### src/rtl/ether_pkg.sv
// Shared Ethernet TX/RX definitions: arbiter state encoding and frame timing constants.
package ether_pkg;

    typedef enum logic [1:0] {
        TX_IDLE,
        TX_XFER,
        TX_IFG
    } tx_arb_state_t;

    // 96 bit times of inter-frame gap and 1518-byte frames, both in RMII dibits
    localparam int unsigned ETH_IFG_DIBITS = 48;
    localparam int unsigned ETH_MAX_DIBITS = 6072;
    localparam int unsigned DIBIT_W        = 2;

endpackage

### src/rtl/rr_pick.sv
// Combinational round-robin picker: first asserted request strictly after ptr, wrapping mod N.
module rr_pick #(
    parameter int unsigned N = 2,
    localparam int unsigned IW = (N > 1) ? $clog2(N) : 1
) (
    input  logic [N-1:0]  req,
    input  logic [IW-1:0] ptr,
    output logic [N-1:0]  gnt,
    output logic [IW-1:0] idx
);

    logic [IW-1:0] cand;
    logic          found;

    always_comb begin
        gnt   = '0;
        idx   = '0;
        found = 1'b0;
        cand  = '0;
        for (int unsigned k = 1; k <= N; k++) begin
            cand = IW'((32'(ptr) + k) % N);
            if (!found && req[cand]) begin
                found     = 1'b1;
                gnt[cand] = 1'b1;
                idx       = cand;
            end
        end
    end

endmodule

### src/rtl/ether_tx_arb.sv
// Frame-atomic round-robin arbiter sharing the RMII TX dibit path between N_REQ sources,
// enforcing the inter-frame gap and maximum frame length.
module ether_tx_arb
    import ether_pkg::*;
#(
    parameter int unsigned N_REQ      = 2,
    parameter int unsigned IFG_DIBITS = ETH_IFG_DIBITS,
    parameter int unsigned MAX_DIBITS = ETH_MAX_DIBITS
) (
    input  logic                 clk,
    input  logic                 rst,
    input  logic [N_REQ-1:0]     req_axiiv,
    input  logic [2*N_REQ-1:0]   req_axiid,
    input  logic [N_REQ-1:0]     req_axiilast,
    output logic [N_REQ-1:0]     req_axiiready,
    output logic                 axiov,
    output logic [1:0]           axiod,
    output logic                 axiolast,
    output logic                 axioerr,
    output logic [N_REQ-1:0]     grant,
    output logic                 busy
);

    localparam int unsigned IDX_W = $clog2(N_REQ);
    localparam int unsigned LEN_W = $clog2(MAX_DIBITS + 1);
    localparam int unsigned IFG_W = $clog2(IFG_DIBITS + 1);

    tx_arb_state_t      state_q, state_d;
    logic [N_REQ-1:0]   grant_q, grant_d;
    logic [IDX_W-1:0]   ptr_q, ptr_d;
    logic [LEN_W-1:0]   len_q, len_d;
    logic [IFG_W-1:0]   ifg_q, ifg_d;
    logic               axiov_q, axiov_d;
    logic [1:0]         axiod_q, axiod_d;
    logic               axiolast_q, axiolast_d;
    logic               axioerr_q, axioerr_d;

    logic [N_REQ-1:0]   pick_gnt;
    logic [IDX_W-1:0]   pick_idx;
    logic               sel_v;
    logic               sel_last;
    logic [1:0]         sel_data;
    logic               at_max;

    rr_pick #(.N(N_REQ)) u_pick (
        .req (req_axiiv),
        .ptr (ptr_q),
        .gnt (pick_gnt),
        .idx (pick_idx)
    );

    // ptr holds the current/last winner, so it doubles as the data mux select
    assign sel_v    = req_axiiv[ptr_q];
    assign sel_last = req_axiilast[ptr_q];
    assign sel_data = req_axiid[{ptr_q, 1'b0} +: 2];
    assign at_max   = (len_q == LEN_W'(MAX_DIBITS));

    always_ff @(posedge clk) begin
        if (rst) begin
            state_q    <= TX_IDLE;
            grant_q    <= '0;
            ptr_q      <= IDX_W'(N_REQ - 1);
            len_q      <= '0;
            ifg_q      <= '0;
            axiov_q    <= 1'b0;
            axiod_q    <= '0;
            axiolast_q <= 1'b0;
            axioerr_q  <= 1'b0;
        end else begin
            state_q    <= state_d;
            grant_q    <= grant_d;
            ptr_q      <= ptr_d;
            len_q      <= len_d;
            ifg_q      <= ifg_d;
            axiov_q    <= axiov_d;
            axiod_q    <= axiod_d;
            axiolast_q <= axiolast_d;
            axioerr_q  <= axioerr_d;
        end
    end

    always_comb begin
        state_d       = state_q;
        grant_d       = grant_q;
        ptr_d         = ptr_q;
        len_d         = len_q;
        ifg_d         = ifg_q;
        axiov_d       = 1'b0;
        axiod_d       = '0;
        axiolast_d    = 1'b0;
        axioerr_d     = 1'b0;
        req_axiiready = '0;

        unique case (state_q)
            TX_IDLE: begin
                if (|req_axiiv) begin
                    grant_d = pick_gnt;
                    ptr_d   = pick_idx;
                    len_d   = '0;
                    state_d = TX_XFER;
                end
            end
            TX_XFER: begin
                // A full-length frame refuses one more dibit; the remainder re-arbitrates later
                if (!at_max) begin
                    req_axiiready = grant_q;
                end
                if (sel_v && !at_max) begin
                    axiov_d    = 1'b1;
                    axiod_d    = sel_data;
                    axiolast_d = sel_last;
                    len_d      = len_q + LEN_W'(1);
                    if (sel_last) begin
                        state_d = TX_IFG;
                        ifg_d   = '0;
                        grant_d = '0;
                    end
                end else begin
                    axioerr_d = 1'b1;
                    state_d   = TX_IFG;
                    ifg_d     = '0;
                    grant_d   = '0;
                end
            end
            TX_IFG: begin
                if (ifg_q == IFG_W'(IFG_DIBITS - 1)) begin
                    state_d = TX_IDLE;
                end else begin
                    ifg_d = ifg_q + IFG_W'(1);
                end
            end
            default: begin
                state_d = TX_IDLE;
            end
        endcase
    end

    assign grant    = grant_q;
    assign axiov    = axiov_q;
    assign axiod    = axiod_q;
    assign axiolast = axiolast_q;
    assign axioerr  = axioerr_q;
    assign busy     = (state_q != TX_IDLE);

endmodule

### config.mk
export PLATFORM = sky130hd
export DESIGN_NAME = ether_tx_arb
export DESIGN_NICKNAME = d
export VERILOG_FILES = /design/src/rtl/ether_pkg.sv /design/src/rtl/rr_pick.sv /design/src/rtl/ether_tx_arb.sv
export SDC_FILE = /design/constraint.sdc
export NUM_CORES = 1
export LEC_CHECK = 0
export BUFFER_PORTS_ARGS = -buffer_cell sky130_fd_sc_hd__buf_2
export CAP_MARGIN = 10
export CORE_AREA = 3 3 52 64
export DETAILED_ROUTE_END_ITERATION = 10
export DIE_AREA = 0 0 55 67
export GPL_TIMING_DRIVEN = 0
export PLACE_DENSITY = 0.8
export SYNTH_ARGS = -nofsm -noshare
export SYNTH_HDL_FRONTEND = slang
export SYNTH_SLANG_ARGS = --single-unit
### constraint.sdc
create_clock -name clk -period 2.35 [get_ports clk]
set_clock_uncertainty 0.15 [all_clocks]
set_input_delay 0.3525 -clock clk [delete_from_list [all_inputs] [get_ports clk]]
set_output_delay 0.3525 -clock clk [all_outputs]
set_load 0.005 [all_outputs]
Word-level counts from Yosys, hierarchy flattened
Cells that the tools add are included.

operators by class
  add/subtract/negate cells = 4
  order comparisons = 5
  equal/unequal tests = 9
  shifts and indexed selects = 1
  mux-type cells = 37
  bitwise gates (word level) = 3
  reductions and logical operators = 18

operators with widths
  cell                   count
  $mux 13                2
  $pmux 13 s2            1
  $mux 2                 11
  $mux 6                 3
  $mux 1                 15
  $add 13x1->13 const B  1
  $eq 13x13->1 const B   1
  $pmux 6 s2             1
  $reduce_and 3->1       4
  $ne 2x2->1 const B     4
  $add 6x1->6 const B    1
  $eq 6x6->1 const B     1
  $lt 1x2->1 const B     3
  $pmux 2 s3             1
  $reduce_bool 2->1      3
  $logic_and 1x1->1      4
  $pmux 2 s2             1
  $reduce_or 2->1        2
  $shiftx 4x3->2         1
  $ne 3x3->1 const B     1
  $reduce_or 3->1        1
  $add 1x1->1 const B    2
  $demux 1 s1            2
  $eq 2x1->1 const B     1
  7 further kinds        10

word-level totals
  register bits = 29
  input port bits = 10
  output and inout bits = 10
  logic and storage cells = 86

Longest topological paths before layout
Gate-level depths: netlist of run 1.

  depth after elaboration = 10
  mapped depth = 9
  mapped depth without buffers = 8

Modules after synthesis
A second synthesis of run 1 with hierarchy kept.

second synthesis, totals
  cell total of the unflattened synthesis = 176
  area, all modules = 1462.7 um^2

by module, submodules not included
  module        instances  cells each  area an instance (um^2)  sequential area each (um^2)
  ether_tx_arb  1          172         1436.4                   580.6
  rr_pick       1          4           26.3                     0.0

Worst setup path after synthesis of run 1
No wires, ideal clock.

  kind = reg-to-reg
  start = register len_q[0]
  end = register len_q[4]
  library setup time = 0.067 ns
  arrival = 1.694 ns
  data required time = 2.133 ns
  setup slack = 0.439 ns
  cell stages (with the launch flop) = 9
  buffers on the path = 1
  clock period less this slack = 1.911 ns
  cell sequence = dfxtp_1 inv_1 ha_1 nand4bb_1 o31ai_2 or3_1 buf_6 or3_1 o21ai_2

between the ends
  cells in the longest elaborated chain, start to end = 5
  elaborated cells between the ends (all ways) = 8
  classes of those cells = add/sub (1); eq/ne (2); mux (2); reduce/logical (3)

ends and longest elaborated chain
  what                                                                   line                RTL
  start: declaration                                                     ether_tx_arb.sv:31  logic [LEN_W-1:0] len_q, len_d;
  start signal: assignment                                               ether_tx_arb.sv:73  len_q <= len_d;
  parallel branches: the longest is 5 deep, another holds $add 13x1->13  -

Parallel ways; which one is timed is not known. The select of a mux whose other input is x is not followed.
A chain may end at the register's enable or synchronous reset.

Final worst setup path of run 1
  start = register len_q[0]
  end = output req_axiiready[1]

between the ends
  cells in the longest elaborated chain, start to end = 3

ends and longest elaborated chain
  what              line                 RTL
  $eq 13x13->1      ether_tx_arb.sv:56   assign at_max = (len_q == LEN_W'(MAX_DIBITS));
  $mux 2            ether_tx_arb.sv:105  if (!at_max) begin
  $mux 2            ether_tx_arb.sv:94   unique case (state_q)
  end: declaration  ether_tx_arb.sv:15   output logic [N_REQ-1:0] req_axiiready,

No other way between the ends.

==> impl_metrics.json, run 1 <==
{
  "clkLatencyLatePin_ns": 0.33,
  "via_count": 1483,
  "design_area_sq_mm": 0.00175,
  "die_area_sq_mm": 0.00369,
  "cp_max_fo": 5,
  "synth_adder_area_share": 0.0245,
  "antenna_found_initial": 0,
  "cts_buffers": 5,
  "critical_path_class": "flip-flop to primary output",
  "synthesis.area_sq_mm": 0.00153,
  "drt_iter0_drc": 66,
  "grt_pass1_vias": 1350,
  "place_congestion": 0.800,
  "avgSynthCellArea_sq_um": 8.37,
  "status": "finished clean",
  "synth_top_family_by_area": "simple AND/OR/NAND/NOR gates",
  "leakagePower_nw": 0.709,
  "cp_data_required_time_ns": 1.85,
  "hold_violations": 0,
  "fin_ws_ns": 0.0657,
  "yosys_warnings": 0,
  "antenna_left": 0,
  "fin_tns_setup_ns": 0,
  "diodes": 0,
  "track_usage": 0.218,
  "rows": 21,
  "crit_chain": "inv_1 > ha_1 > nand4bb_1 > or3_4 > and3_1 > buf_2",
  "core_sq_mm": 0.00279,
  "synthCells": 183,
  "setup_violations": 0,
  "yosys.area.top_type": "dfxtp_1",
  "path_clk_slew_ns": 0.10,
  "htreeDepth": 2,
  "die_w_microns": 55,
  "clockRootBuffer": "clkbuf_4",
  "synth-seq-cells": 29,
  "hold_path_class": "input port to flip-flop",
  "final_core_util": 0.627,
  "dpl.hpwl_mm": 2.48,
  "dr.pass1.iters": 4,
  "cts_tree": "built",
  "grt_max_degree": 11,
  "grt_overflow": 0,
  "finalCriticalPeriod_ns": 2.28,
  "routed_wl_mm": 3.56,
  "cp-start-kind": "flip-flop",
  "power_density_mw_per_mm2": 607,
  "timing.fmax_mhz": 438,
  "dp_slack_ns": 0.228,
  "cpPeakStageDelay_ns": 0.40,
  "min_period_over_period": 0.972,
  "slew_violations": 0,
  "route.detailed.drc": 0,
  "layout_common_cells": "dfxtp_1, buf_2, nor2_1, nand2_1, a21oi_1",
  "cts_max_path_buffers": 2,
  "cts.sinks": 29,
  "initial_core_util": 0.550,
  "final.fill_count": 240,
  "pin_count": 20,
  "numPlacedInstances": 236,
  "vdd_drop_max_uv": 548,
  "final_common_cell": "dfxtp_1",
  "synthTopCellsByArea": "dfxtp_1, a21oi_1, nor2_1",
  "relSlewSlack": 0.596,
  "ys_seq_area_frac": 0.379,
  "port_buffers": 19,
  "crit_arrival_ns": 1.78,
  "nNetsFinal": 224,
  "syn2layout_area_growth_pct": 14.0,
  "die_h_microns": 67,
  "synth_top_area_share": 0.379,
  "syn_nets": 196,
  "synthSimpleGateAreaFrac": 0.308,
  "grt_pass1_wl_mm": 5.87,
  "ff_latch_area_sq_um": 582,
  "maxCapViolCount": 0,
  "post_synth_num_cell_types": 46,
  "multi_input_area_sq_um": 882,
  "viasPerCell": 6.05,
  "synth.area.mux_share": 0.0270,
  "synth_compound_area_frac": 0.213,
  "tightest_slew_ns": 0.601,
  "endpoint_kind": "primary output",
  "synthXorXnorAreaFrac": 0,
  "drive_above_1_share": 0.199,
  "wl_per_cell_microns": 14.5,
  "fin_cells": 245,
  "dpl_cell_area_sq_mm": 0.00167,
  "cp_slowest_cell": "or3_4"
}
-- metal layers --
metal  routed length (microns)  share of wire  track usage  up-vias
met3                       214          0.060       0.0537        9
met1                      1470           0.41        0.255      695
met5                         0              0            0        -
li1                          -              -            -      733
met2                      1790           0.50        0.365       46
met4                        88          0.025       0.0881        0
-- cell usage after synthesis (all sizes together) --
cell type  instances
a2111oi            2
a211o              1
a211oi             1
a21boi             1
a21oi             12
a221o              1
a22o               1
a311oi             3
a31o               1
a31oi              3
a41oi              1
and2               2
and2b              2
and3               4
and4               3
and4b              1
buf                5
clkbuf             4
dfxtp             29
ha                 3
inv                5
mux2               1
mux2i              3
nand2             15
nand2b             8
nand3              6
nand4              4
nand4b             1
nand4bb            2
nor2              15
nor2b              8
nor3               2
nor4               2
o21ai             14
o22a               2
o31ai              4
o32ai              2
or2                2
or2b               2
or3                5
-- area by class of cell --
type | count | share of cell area
tap | 34 | 0.0244
sequential | 29 | 0.333
multi-input combinational | 140 | 0.505
buffer | 9 | 0.0301
clock buffer | 7 | 0.0315
inverter | 5 | 0.0122
timing repair buffer | 21 | 0.0631
-- worst paths after layout --
kind,from,to,slack [ns],depth (start not counted)
worst min register to register,grant[1]$_SDFFE_PP0P_,grant[1]$_SDFFE_PP0P_,0.34,2
worst max-delay path,len_q[0]$_SDFFE_PP0P_,req_axiiready[1],0.07,6
worst min-delay path,req_axiid[3],axiod[1]$_SDFF_PP0_,0.10,3
worst max register to register,len_q[0]$_SDFFE_PP0P_,len_q[4]$_SDFFE_PP0P_,0.15,9
-- worst max-delay path: cells and delay by family (launching register included) --
| family | cells | cell delay (ns) |
|---|---|---|
| adders and majority gates | 1 | 0.14 |
| and+or+nand+nor | 3 | 0.78 |
| DFF | 1 | 0.36 |
| buffers and inverters | 2 | 0.19 |
-- logic make-up (layout without fill, tap and decap cells) --
kind of cell,after synthesis,in the layout
fa+ha+maj,3,3
flops,29,29
buf+inv,14,42
simple gates,84,84
mux,4,4
compound gates,49,49
-- timing repair --
| action | CTS | global route |
|---|---|---|
| endpoints found under the setup margin | 0 | 2 |
| hold buffers | 0 | 0 |
| resized for setup | 0 | 2 |
| buffers inserted | 0 | 2 |
-- through the flow --
step                      hold WS [ns]  total power [mW]
after floorplan                  0.289             0.689
after global placement           0.312             0.744
after detailed placement         0.318             0.753
after CTS                        0.103              1.06
after global routing            0.0981              1.11
final                            0.103              1.06
-- sequential cells by signal, summed over array words and instances (netlist names) --
| signal | count |
|---|---|
| ptr_q | 1 |
| len_q | 13 |
| axioerr | 1 |
| grant | 2 |
| axiov | 1 |
| axiolast | 1 |
| state_q | 2 |
| ifg_q | 6 |
| axiod | 2 |
-- where the power goes --
group / switching (mW) / total (mW) / internal (mW)
registers: 0.0141 / 0.524 / 0.510
clock network: 0.175 / 0.316 / 0.141
logic: 0.126 / 0.219 / 0.0934
No activity file was read; power rests on OpenSTA's default activity.
==> run 2: changes to the inputs <==
--- a/config.mk
+++ b/config.mk
@@ -10,7 +10,6 @@
 export CORE_AREA = 3 3 52 64
 export DETAILED_ROUTE_END_ITERATION = 10
 export DIE_AREA = 0 0 55 67
-export GPL_TIMING_DRIVEN = 0
 export PLACE_DENSITY = 0.8
 export SYNTH_ARGS = -nofsm -noshare
 export SYNTH_HDL_FRONTEND = slang
==> impl_metrics.json, run 2 (synthesized netlist as in run 1, its figures left out) <==
{
  "top_layer": "met4",
  "fin_ws_ns": 0.108,
  "diodes": 0,
  "core_sq_mm": 0.00279,
  "place_congestion": 0.838,
  "drt_iter0_drc": 64,
  "clockPowerShare": 0.299,
  "wl_met1_mm": 1.53,
  "die_w_microns": 55,
  "largestRegisters": "len_q x13, ifg_q x6",
  "timing.fmax_mhz": 446,
  "dr.pass1.iters": 4,
  "cts_buffers": 5,
  "cp_data_required_time_ns": 1.85,
  "setup_violations": 0,
  "antenna_left": 0,
  "track_usage": 0.210,
  "antenna_found_initial": 0,
  "routed_wl_mm": 3.46,
  "grt_overflow": 0,
  "final_common_cell": "dfxtp_1",
  "crit_arrival_ns": 1.74,
  "switching_share": 0.294,
  "status": "finished clean",
  "viasPerCell": 6.10,
  "die_h_microns": 67,
  "power_frac_comb": 0.186,
  "power_density_mw_per_mm2": 600,
  "route.detailed.drc": 0,
  "initial_core_util": 0.550,
  "final.fill_count": 247,
  "cts_max_path_buffers": 2,
  "p_sw_mw": 0.305,
  "rows": 21,
  "wl_per_cell_microns": 14.4,
  "leakagePower_nw": 0.706,
  "layout_common_cells": "dfxtp_1, buf_2, nor2_1, nand2_1, a21oi_1",
  "syn2layout_area_growth_pct": 13.2,
  "nNetsFinal": 220,
  "slew_violations": 0,
  "dp_slack_ns": 0.210,
  "clockRootBuffer": "clkbuf_4",
  "grt_pass1_vias": 1248,
  "cp_max_fo": 6,
  "via_count": 1470,
  "tightest_slew_ns": 0.448,
  "critical_path_class": "flip-flop to primary output",
  "top_register": "len_q",
  "hold_path_class": "input port to flip-flop",
  "final_core_util": 0.623,
  "cts.sinks": 29,
  "rsz0062_at_grt": "false",
  "drive_above_1_share": 0.203,
  "maxCapViolCount": 0,
  "cell_internal_pwr_mw": 0.735,
  "cts_tree": "built",
  "vdd_drop_max_uv": 344,
  "largest_register_ffs": 13,
  "wl_met2_mm": 1.67,
  "hold_buffers": 0,
  "endpoint_kind": "primary output",
  "htreeDepth": 2,
  "relSlewSlack": 0.694,
  "pin_count": 20,
  "seq_power_share": 0.515,
  "dpl.hpwl_mm": 2.42,
  "cp-start-kind": "flip-flop",
  "grt_max_degree": 24,
  "hold_violations": 0,
  "fin_total_pwr_mw": 1.04,
  "clkLatencyLatePin_ns": 0.33,
  "wl_met3_microns": 206,
  "fin_tns_setup_ns": 0,
  "path_clk_slew_ns": 0.09,
  "grt_pass1_wl_mm": 5.66,
  "die_area_sq_mm": 0.00369,
  "timing.hold.ws_ns": 0.119,
  "min_period_over_period": 0.954,
  "finalCriticalPeriod_ns": 2.24,
  "port_buffers": 19
}
-- run 2: cell type report --
class                   count  area (sq um)  share of cell area
multi-input cells         140           887               0.512
inverters                   5          21.3              0.0123
well taps                  34          42.5              0.0245
repair buffers             26           148              0.0851
flip-flops and latches     29           581               0.335
clock buffers               7          55.1              0.0317
-- run 2: critical path, cell delays in order (launching register included) --
cell and delay (ns):
dfxtp_1 0.44, nand4_1 0.21, or3_4 0.46, and3_1 0.19
buf_2 0.12
-- run 2: power by group through the flow --
stage / registers [mW] / clock network [mW] / logic (mW)
final: 0.535 / 0.311 / 0.194
after global routing: 0.539 / 0.344 / 0.220
after CTS: 0.534 / 0.315 / 0.192
after detailed placement: 0.546 / 0 / 0.190
after global placement: 0.544 / 0 / 0.188
after floorplan: 0.533 / 0 / 0.156
-- run 2: stage by stage --
step	instance area (sq um)	std cells
3_5_place_dp	1650	231
3_3_place_gp	1650	231
2_1_floorplan	1530	183
5_1_grt	1730	241
6_report	1730	241
4_1_cts	1700	238
-- run 2: final timing paths --
check,slack [ns],to,depth (start not counted),startpoint
max,0.11,req_axiiready[1],4,len_q[7]$_SDFFE_PP0P_
min reg2reg,0.33,grant[0]$_SDFFE_PP0P_,2,grant[0]$_SDFFE_PP0P_
min,0.12,axiod[1]$_SDFF_PP0_,3,req_axiid[1]
max reg2reg,0.23,len_q[12]$_SDFFE_PP0P_,7,len_q[7]$_SDFFE_PP0P_
-- run 2: repair_timing --
item / in CTS / in global routing
endpoints found under the setup margin: 0 / 2
buffers inserted: 0 / 3
resized for setup: 0 / 2
-- run 2: routing by layer --
layer | GRT usage | vias up
li1 | - | 718
met1 | 0.270 | 695
met2 | 0.324 | 50
met3 | 0.0671 | 7
met4 | 0.0669 | 0
met5 | 0 | -
==> run 3: changes to the inputs <==
--- a/config.mk
+++ b/config.mk
@@ -7,10 +7,12 @@
 export LEC_CHECK = 0
 export BUFFER_PORTS_ARGS = -buffer_cell sky130_fd_sc_hd__buf_2
 export CAP_MARGIN = 10
-export CORE_AREA = 3 3 52 64
+export CORE_AREA = 3 3 50 61
 export DETAILED_ROUTE_END_ITERATION = 10
-export DIE_AREA = 0 0 55 67
-export PLACE_DENSITY = 0.8
+export DIE_AREA = 0 0 53 64
+export PLACE_DENSITY = 0.87
+export REMOVE_ABC_BUFFERS = 1
+export SLEW_MARGIN = 20
 export SYNTH_ARGS = -nofsm -noshare
 export SYNTH_HDL_FRONTEND = slang
 export SYNTH_SLANG_ARGS = --single-unit
==> constraint.sdc (replaced) <==
create_clock -name clk -period 2.9 [get_ports clk]
set_clock_uncertainty 0.15 [all_clocks]
set_input_delay 0.435 -clock clk [delete_from_list [all_inputs] [get_ports clk]]
set_output_delay 0.435 -clock clk [all_outputs]
set_load 0.005 [all_outputs]
==> impl_metrics.json, run 3 (synthesized netlist as in run 1, its figures left out) <==
{
  "route.detailed.drc": 0,
  "place_congestion": 0.866,
  "r2r-start": "len_q[8]$_SDFFE_PP0P_",
  "timing.fmax_mhz": 408,
  "drive_above_1_share": 0.159,
  "tightest_slew_ns": 0.605,
  "largestRegisters": "len_q x13, ifg_q x6",
  "critical_path_class": "flip-flop to primary output",
  "cp-start-kind": "flip-flop",
  "hold_path_class": "input port to flip-flop",
  "die_h_microns": 64,
  "crit_arrival_ns": 1.87,
  "track_usage": 0.233,
  "rows": 20,
  "power_density_mw_per_mm2": 494,
  "fin_cells": 234,
  "grt_overflow": 0,
  "vdd_drop_max_uv": 346,
  "regToRegSetupSlack_ns": 0.71,
  "maxCapViolCount": 0,
  "via_count": 1453,
  "cts_tree": "built",
  "htreeDepth": 2,
  "post_cts_resized": 0,
  "largest_register_ffs": 13,
  "dpl.hpwl_mm": 2.45,
  "leakagePower_nw": 0.665,
  "cp_max_fo": 8,
  "status": "finished clean",
  "relSlewSlack": 0.594,
  "grt_pass1_vias": 1309,
  "clockRootBuffer": "clkbuf_4",
  "post_cts_buffers": 0,
  "clkLatencyLatePin_ns": 0.34,
  "cts_max_path_buffers": 2,
  "cpPeakStageDelay_ns": 0.49,
  "die_area_sq_mm": 0.00339,
  "min_period_over_period": 0.845,
  "rsz0062_at_grt": "false",
  "min-delay-start": "req_axiid[3]",
  "dr.pass1.iters": 4,
  "numPlacedInstances": 226,
  "antenna_found_initial": 0,
  "pin_count": 20,
  "timing.hold.ws_ns": 0.213,
  "cp_slowest_cell": "or3_1",
  "cp_data_required_time_ns": 2.32,
  "top_register": "len_q",
  "core_sq_mm": 0.00253,
  "r2r_cells": 6,
  "worst_r2r_endpoint": "len_q[12]$_SDFFE_PP0P_",
  "hold_depth": 3,
  "die_w_microns": 53,
  "grt_max_degree": 25,
  "cts.sinks": 29,
  "grt_pass1_wl_mm": 5.80,
  "routed_wl_mm": 3.44,
  "viasPerCell": 6.21,
  "diodes": 0,
  "drt_iter0_drc": 61,
  "finalCriticalPeriod_ns": 2.45,
  "fin_total_pwr_mw": 0.822,
  "hold_violations": 0,
  "nNetsFinal": 213,
  "layout_common_cells": "dfxtp_1, buf_2, nor2_1, nand2_1, a21oi_1",
  "dpl_cell_area_sq_mm": 0.00162,
  "setup_violations": 0,
  "port_buffers": 19,
  "path_clk_slew_ns": 0.09,
  "fin_tns_setup_ns": 0,
  "final_common_cell": "dfxtp_1",
  "initial_core_util": 0.606,
  "crit_chain": "nand4_1 > or3_1 > and3_1 > buf_2",
  "slew_violations": 0,
  "syn2layout_area_growth_pct": 8.66,
  "design_area_sq_mm": 0.00166,
  "endpoint_kind": "primary output",
  "cts_buffers": 5,
  "wl_per_cell_microns": 14.7,
  "antenna_left": 0,
  "hold_buffers": 0,
  "worstHoldEndpoint": "axiod[1]$_SDFF_PP0_"
}
==> run 3: cell count changes in the layout (fill, tap and decap cells not counted), sizes merged <==
cell	change
clkbuf	+1
buf	-7
==> run 3: where the power goes <==
| group | leakage, nW | switching, mW | internal [mW] |
|---|---|---|---|
| registers | 0.235 | 0.0210 | 0.413 |
| clock network | 0.0265 | 0.140 | 0.0964 |
| logic | 0.403 | 0.0885 | 0.0636 |
| total | 0.665 | 0.249 | 0.573 |
==> run 3: how the worst max path moves through the flow <==
stage                                  startpoint                endpoint  slack [ns]  depth (start not counted)
after CTS                   len_q[8]$_SDFFE_PP0P_        req_axiiready[1]        0.47                          4
after detailed placement    len_q[8]$_SDFFE_PP0P_  len_q[12]$_SDFFE_PP0P_        0.72                          6
final                       len_q[8]$_SDFFE_PP0P_        req_axiiready[1]        0.45                          4
after global routing        len_q[8]$_SDFFE_PP0P_        req_axiiready[0]        0.31                          4
after floorplan             len_q[0]$_SDFFE_PP0P_   len_q[4]$_SDFFE_PP0P_        0.98                          7
after global placement    state_q[1]$_SDFFE_PP0P_   len_q[4]$_SDFFE_PP0P_        0.80                          5
==> run 3: cell type report <==
type / instances / area, sq um
inverter: 5 / 21.3
sequential: 29 / 581
timing repair buffer: 19 / 95.1
tap: 33 / 41.3
multi-input combinational: 140 / 877
fill: 206 / 863
clock buffer: 8 / 48.8
==> run 3: per-layer routing <==
layer  track usage  vias to the layer above  routed length, microns
li1              -                      704                       -
met1         0.276                      682                    1440
met2         0.354                       60                    1680
met3        0.0793                        7                     252
met4         0.141                        0                      61
met5             0                        -                       0
==> run 3: through the flow <==
step / worst slack, ns / utilization
after floorplan: 0.984 / -
after global placement: 0.805 / 0.639
after detailed placement: 0.721 / 0.639
after CTS: 0.465 / 0.658
after global routing: 0.307 / 0.658
final: 0.449 / 0.658
==> run 3: critical path, delay by kind of cell (launching register included) <==
| family | cells | cell delay, ns |
|---|---|---|
| AND/OR/NAND/NOR | 3 | 0.96 |
| flip-flops | 1 | 0.45 |
| buffers and inverters | 1 | 0.12 |
